--- src/rtl/q44_mac_sequencer.sv ---
// Job-level sequencer for one Q4.4 dot-product neuron: streams operand pairs into a
// Q8.8 accumulator, adds a Q4.4 bias and presents one requantised Q4.4 result.
module q44_mac_sequencer #(
   parameter int LEN_W   = 8,
   parameter bit SAT_ACC = 1'b1
) (
   input  logic             clk,
   input  logic             rst,
   input  logic             start,
   input  logic [LEN_W-1:0] cfg_len,
   input  logic [7:0]       cfg_bias,
   input  logic             cfg_relu,
   input  logic             op_valid,
   output logic             op_ready,
   input  logic [7:0]       op_a,
   input  logic [7:0]       op_b,
   output logic             res_valid,
   input  logic             res_ready,
   output logic [7:0]       res_data,
   output logic             res_sat,
   output logic             busy
);

   typedef enum logic [1:0] {
      IDLE  = 2'd0,
      ACCUM = 2'd1,
      BIAS  = 2'd2,
      OUT   = 2'd3
   } state_t;

   state_t              state_r;
   logic signed [15:0]  acc_r;
   logic [LEN_W-1:0]    count_r;
   logic [LEN_W-1:0]    len_r;
   logic [7:0]          bias_r;
   logic                relu_r;
   logic                sat_r;

   logic signed [15:0]  a_ext_s;
   logic signed [15:0]  b_ext_s;
   logic signed [15:0]  prod_s;
   logic signed [15:0]  bias_ext_s;
   logic [16:0]         acc_add_s;
   logic [16:0]         bias_add_s;
   logic [8:0]          quant_s;
   logic                last_s;

   // Returns {clamp_flag, sum}; clamps only when SAT_ACC is set.
   function automatic logic [16:0] sat_add(input logic signed [15:0] a, input logic signed [15:0] b);
      logic [16:0] sum;
      logic [16:0] res;
      sum = {a[15], a} + {b[15], b};
      if (SAT_ACC && (sum[16] != sum[15])) begin
         res = sum[16] ? {1'b1, 16'h8000} : {1'b1, 16'h7FFF};
      end else begin
         res = {1'b0, sum[15:0]};
      end
      return res;
   endfunction

   // Returns {sat_flag, q4.4 result}; truncation toward -inf comes from dropping acc[3:0].
   function automatic logic [8:0] requant(input logic signed [15:0] acc, input logic relu);
      logic [8:0] res;
      if (relu) begin
         if (acc < 16'sh0000) begin
            res = {1'b0, 8'h00};
         end else if (acc > 16'sh0FF0) begin
            res = {1'b1, 8'hFF};
         end else begin
            res = {1'b0, acc[11:4]};
         end
      end else begin
         if (acc > 16'sh07F0) begin
            res = {1'b1, 8'h7F};
         end else if (acc < 16'shF800) begin
            res = {1'b1, 8'h80};
         end else begin
            res = {1'b0, acc[11:4]};
         end
      end
      return res;
   endfunction

   assign a_ext_s    = {{8{op_a[7]}}, op_a};
   assign b_ext_s    = {{8{op_b[7]}}, op_b};
   assign prod_s     = a_ext_s * b_ext_s;
   assign bias_ext_s = {{4{bias_r[7]}}, bias_r, 4'b0000};
   assign acc_add_s  = sat_add(acc_r, prod_s);
   assign bias_add_s = sat_add(acc_r, bias_ext_s);
   assign quant_s    = requant(bias_add_s[15:0], relu_r);
   assign last_s     = (count_r == (len_r - LEN_W'(1)));

   // Job FSM with all outputs registered.
   always_ff @(posedge clk) begin
      if (rst) begin
         state_r   <= IDLE;
         acc_r     <= 16'sh0000;
         count_r   <= '0;
         len_r     <= '0;
         bias_r    <= 8'h00;
         relu_r    <= 1'b0;
         sat_r     <= 1'b0;
         op_ready  <= 1'b0;
         res_valid <= 1'b0;
         res_data  <= 8'h00;
         res_sat   <= 1'b0;
         busy      <= 1'b0;
      end else begin
         case (state_r)
            IDLE: begin
               if (start) begin
                  len_r   <= cfg_len;
                  bias_r  <= cfg_bias;
                  relu_r  <= cfg_relu;
                  acc_r   <= 16'sh0000;
                  sat_r   <= 1'b0;
                  count_r <= '0;
                  busy    <= 1'b1;
                  if (cfg_len == '0) begin
                     state_r  <= BIAS;
                     op_ready <= 1'b0;
                  end else begin
                     state_r  <= ACCUM;
                     op_ready <= 1'b1;
                  end
               end
            end
            ACCUM: begin
               if (op_valid && op_ready) begin
                  acc_r   <= acc_add_s[15:0];
                  sat_r   <= sat_r | acc_add_s[16];
                  count_r <= count_r + LEN_W'(1);
                  if (last_s) begin
                     state_r  <= BIAS;
                     op_ready <= 1'b0;
                  end
               end
            end
            // Bias add and requantisation share one edge so the result lands on OUT entry.
            BIAS: begin
               acc_r     <= bias_add_s[15:0];
               sat_r     <= sat_r | bias_add_s[16];
               res_data  <= quant_s[7:0];
               res_sat   <= sat_r | bias_add_s[16] | quant_s[8];
               res_valid <= 1'b1;
               state_r   <= OUT;
            end
            OUT: begin
               if (res_ready) begin
                  res_valid <= 1'b0;
                  busy      <= 1'b0;
                  state_r   <= IDLE;
               end
            end
            default: begin
               state_r   <= IDLE;
               op_ready  <= 1'b0;
               res_valid <= 1'b0;
               busy      <= 1'b0;
            end
         endcase
      end
   end

endmodule

--- config.mk ---
export PLATFORM = sky130hd
export DESIGN_NAME = q44_mac_sequencer
export DESIGN_NICKNAME = d
export VERILOG_FILES = /design/src/rtl/q44_mac_sequencer.sv
export SDC_FILE = /design/constraint.sdc
export NUM_CORES = 1
export LEC_CHECK = 0
export BUFFER_PORTS_ARGS = -buffer_cell sky130_fd_sc_hd__buf_2
export CORE_MARGIN = 2
export CORE_UTILIZATION = 59
export CTS_BUF_LIST = sky130_fd_sc_hd__clkbuf_2 sky130_fd_sc_hd__clkbuf_4 sky130_fd_sc_hd__clkbuf_8
export CTS_CLUSTER_SIZE = 20
export DETAILED_ROUTE_END_ITERATION = 10
export PLACE_DENSITY = 0.78
export SETUP_SLACK_MARGIN = 0.3
export SKIP_CTS_REPAIR_TIMING = 1
export SLEW_MARGIN = 10
export SYNTH_ARGS = -nofsm -noshare
export SYNTH_HDL_FRONTEND = slang
export SYNTH_SLANG_ARGS = --single-unit
--- constraint.sdc ---
create_clock -name clk -period 13.8 [get_ports clk]
set_input_delay 2.76 -clock clk [delete_from_list [all_inputs] [get_ports clk]]
set_output_delay 2.76 -clock clk [all_outputs]
set_load 0.03 [all_outputs]
* Word-level counts from Yosys, hierarchy flattened
Cells that the tools add are included.
Storage, ports and cells: register bits after elaboration 56
Operators by class: add/sub/neg operators 4, multiply operators 1, magnitude comparators 4, equality and inequality tests 10, multiplexer cells 33, bitwise logic cells 3, reduce and logical (&&, ||, !) cells 14
Operator list (number):
- 16-bit 2-to-1 mux | 4
- 16-bit one-hot mux with 3 select lines | 1
- 9-bit 2-to-1 mux | 5
- 17-bit 2-to-1 mux | 2
- 16-bit by 12-bit adder with 17-bit output | 1
- 16-bit by 16-bit adder with 17-bit output | 1
- 16-bit by 12-bit greater-than comparator with 1-bit output (second input constant) | 1
- 16-bit by 13-bit greater-than comparator with 1-bit output (second input constant) | 1
- 16-bit by 1-bit less-than comparator with 1-bit output (second input constant) | 1
- 16-bit by 12-bit less-than comparator with 1-bit output (second input constant) | 1
- 8-bit by 8-bit multiplier with 16-bit output | 1
- 8-bit 2-to-1 mux | 2
- 8-bit one-hot mux with 2 select lines | 1
- 2-bit 2-to-1 mux | 5
- 3-bit AND reduction | 3
- 8-bit by 1-bit adder with 8-bit output (second input constant) | 1
- 8-bit equality test | 1
- 8-bit logical NOT | 1
- 1-bit 2-to-1 mux | 8
- 2-bit != test (second input constant) | 4
- 2-bit one-hot mux with 4 select lines | 1
- 4-bit AND reduction | 2
- 8-bit by 1-bit subtractor with 8-bit output (second input constant) | 1
- 1-bit one-hot mux with 2 select lines | 3
- other kinds (10) | 17

* Longest topological paths before layout
depth after elaboration 8, gate-level depth with buffers 24, mapped depth without buffers 21

* Least setup slack after synthesis
OpenSTA, ideal clock, no wires.
kind input port to flip-flop, from input port op_b[0], to register acc_r[13], library setup time 0.074 ns, arrival time 7.791 ns, required time 13.726 ns, path slack 5.935 ns, cell stages on the path 19, buffers on the path 2, cell sequence and2_1 > inv_1 > fa_1 > inv_1 > fa_1 > fa_1 > fa_1 > fa_1 > ha_1 > o21ai_1 > a21oi_1 > o311ai_2 > a21oi_1 > a311oi_2 > or2_1 > buf_2 > buf_4 > o211ai_1 > a31oi_1
Between the ends: cells in the longest elaborated chain, start to end 6, elaborated cells on any way between the ends 7, those cells by class add/sub (1); mul (1); eq/ne (1); mux (4)
Ends and longest elaborated chain:
- from (decl) | line 16 | input logic [7:0] op_b,
- 8-bit by 8-bit multiplier with 16-bit output (*) | line 86 | assign prod_s = a_ext_s * b_ext_s;
- 16-bit by 16-bit adder with 17-bit output (*) | line 52 | sum = {a[15], a} + {b[15], b};
- 16-bit 2-to-1 mux or 1-bit != test (tied branches) | line 54, 53
- 17-bit 2-to-1 mux (*) | line 53 | if (SAT_ACC && (sum[16] != sum[15])) begin
- 16-bit 2-to-1 mux (*) | line 129 | if (op_valid && op_ready) begin
- 16-bit one-hot mux with 3 select lines (*) | line 109 | case (state_r)
- to (signal assigned) | line 130 | acc_r <= acc_add_s[15:0];
- to (signal assigned) | line 141 | acc_r <= bias_add_s[15:0];
- to (decl) | line 32 | logic signed [15:0] acc_r;
Every way passes the cells marked *; elsewhere a longest branch is shown, timed or not. The select of a mux whose other input is x is not followed. A chain may end at the register's enable or synchronous reset.

* Final worst setup path
from input port op_b[0], to register acc_r[1]
The elaborated chain is that of the path after synthesis.

==> impl_results.md <==
* Most frequent cells in the layout: nand2_1, inv_1, fa_1, nor2_1, ha_1
* Cts bufs inserted at 5
* Startpoint type of the worst setup path: primary input
* Endpoints failing hold at 0
* Detailed Route WL at 15,800 µm
* First-pass GRT wire length at 28,000 µm
* H-tree Lvls at 2
* Max-cap violations at 0
* Maximum vdd drop at 218 µV
* Crit path time final at 8.48 ns
* RSZ-0062 raised after global routing: false
* Largest net degree at the start of global routing at 50
* Port Buf Inserts at 49
* Synth area leaders: fa_1, dfxtp_1, ha_1, nand2_1, inv_1
* GRT Util Overall at 27.2%
* Die Area at 12,300 µm²
* Initial antenna violation count at 0
* Reg-to-reg endpoint: acc_r[1]$_SDFFE_PP0P_
* Status: finished, final reports clean
* Seq cells post-synth at 56
* Share of cells above drive strength 1 at 8.84%
* Core Region at 11,000 µm²
* Internal reg-to-reg setup slack at 7.88 ns
* Placed insts at 969
* DP HPWL at 13,200 µm
* Critical Path AT at 8.71 ns
* Finished Layout Cells at 977
* # DRC at 0
* Initial Utilization at 61.2%
* Die Ht at 111 µm
* Drt wl/cell at 16.1 µm
* Area leader, netlist: fa_1
* Hold Crit Start: bias_r[0]$_SDFFE_PP0P_
* Syn. warnings at 0
* Area growth from synthesis to layout at 6.05%
* P_leak at 3.30 nW
* Post-synth EDFFs at 0
* Mapped Cells at 806
* Vias in the first global route at 6,008
* Worst Tran Pin Value at 1.07 ns
* Hold WC Path Type: flop to flop
* R2R cell count at 19
* CP endpoint kind: flop
* Synthesized cell area at 6720 µm²
* Worst Setup SP: op_b[0]
* Worst skew pair latency at 0.32 ns
* Antenna cells at 0
* Clk Tree Root Cell: clkbuf_8
* Fin crit share at 61.4%
* Final number of setup-violating endpoints at 0
* Avg Inst Size Synth at 8.34 µm²
* Final setup skew at 0.0157 ns
* CP Max Fanout at 14
* Nets at 1,009
* Grt total ovfl at 0
* Max-slew violations at 0
* Post-synth top flop: dfxtp_1
* I/O Pins at 50
* Clock-pin slew on the worst setup and hold paths at 0.11 ns
* Hold Path Depth at 2
* # rows at 38
* Setup TNS at 0 ns
* Seq/Total Area, Yosys at 16.7%
* Power per cell area at 247 nW/µm²
* DR pass1 iterations at 5
* Asr flop ratio synth at 0%
* # clock sinks at 56
* Vias at 5,680
* Post-route ant nets at 0
* Data required, critical path at 14.03 ns
* DR iter-0 viols at 316
* Synth top area share at 22.9%
* Max clock buf depth at 2
* Pwr Total at 1.76 mW
* Commonest non-fill, non-tap cell in the layout: nand2_1
* WS Path Type: primary input to flop
* Fmax at 118 MHz
* Post-Syn Nets at 979
* Synth cell types at 69
* Hold path endpoint: bias_r[0]$_SDFFE_PP0P_
* Routability congestion estimate at 0.883
* CTS tree: yes
* Avg Vias per Cell at 5.81
* R2r startpoint: acc_r[6]$_SDFFE_PP0P_
* Slew HR at 26.5%
* Die W at 111 µm
[area by class of cell]
cell class                      count  area, µm²
Clock buffer                        5       68.8
Tap cell                          140        175
Fill cell                         984       3850
Multi-Input combinational cell    625       5130
Clock inverter                      3       22.5
Timing Repair Buffer               49        245
Sequential cell                    56       1120
Inverter                           99        372
[worst max-delay path, cell delays in order]
cell and delay, ns:
buf_2 0.17, and2_1 0.42, inv_1 0.16, fa_1 0.52
inv_1 0.05, fa_1 0.52, fa_1 0.44, fa_1 0.58
fa_1 0.42, ha_1 0.35, o21ai_1 0.13, a21oi_1 0.15
o311ai_2 0.43, a21oi_1 0.14, a311oi_2 0.48, or2_1 0.51
o211ai_1 0.16, a221oi_1 0.30
[sequential cells by signal (all words and copies together) (netlist names)]
signal and cells:
busy 1, op_ready 1, state_r 2, bias_r 8
sat_r 1, relu_r 1, acc_r 16, res_valid 1
res_sat 1, count_r 8, res_data 8, len_r 8
[worst max-delay path by stage]
| stage | endpoint | slack [ns] | cells past startpoint |
|---|---|---|---|
| final | acc_r[1]$_SDFFE_PP0P_ | 5.32 | 18 |
| after floorplan | acc_r[13]$_SDFFE_PP0P_ | 5.94 | 19 |
| after global routing | acc_r[2]$_SDFFE_PP0P_ | 5.00 | 18 |
| after global placement | acc_r[2]$_SDFFE_PP0P_ | 5.21 | 18 |
| after detailed placement | acc_r[1]$_SDFFE_PP0P_ | 5.07 | 18 |
| after CTS | acc_r[1]$_SDFFE_PP0P_ | 5.37 | 18 |
[synthesized netlist by cell type, types with 4 or more instances]
library cell and number:
o211ai_1 8, xor2_1 17, nand3_1 14, dfxtp_1 56, a21oi_1 50, nand4_1 4, o22ai_1 6, xnor2_1 26
nand2b_1 6, clkbuf_1 22, ha_1 58, a21o_1 6, and2_1 37, inv_1 98, nor3_1 9, o2111ai_1 4
fa_1 77, nor4_1 7, o21ai_1 12, nor2b_1 4, o21a_1 4, a211oi_1 13, o21ai_0 24, a21boi_0 4
nor2_1 63, a221oi_1 4, nand2_1 107
[stage by stage]
stage                     area (µm²)  setup WS (ns)  util, %  hold slack, ns
after floorplan                 6720           5.94        -           0.440
after global placement          7040           5.21     64.1           0.452
after detailed placement        7040           5.07     64.1           0.456
after CTS                       7130           5.37     64.9           0.469
after global routing            7130           5.00     64.9           0.495
final                           7130           5.32     64.9           0.465
[routing by layer]
metal | track usage [%] | part of all wire (%)
met5 | 0 | 0
met4 | 7.08 | 2.0
met3 | 3.50 | 4.7
met2 | 48.3 | 50
met1 | 35.2 | 43
[where the power goes]
| part | leakage [nW] | switching, mW | total (mW) | internal, mW |
|---|---|---|---|---|
| Sequential | 0.456 | 0.0300 | 0.224 | 0.194 |
| Clock | 0.0485 | 0.0578 | 0.0943 | 0.0366 |
| Combinational | 2.79 | 0.884 | 1.44 | 0.556 |
[logic make-up after synthesis]
| logic type | after synthesis | synth area share [%] |
|---|---|---|
| muxes | 5 | 0.782 |
| and+or+nand+nor | 267 | 18.3 |
| buffers and inverters | 125 | 7.09 |
| xor gates and xnor gates | 44 | 5.84 |
| DFF | 56 | 16.7 |
| AOI/OAI and AO/OA | 174 | 17.6 |
| adders and majority gates | 135 | 33.7 |
Note: power is estimated with default switching activity, not from simulation.
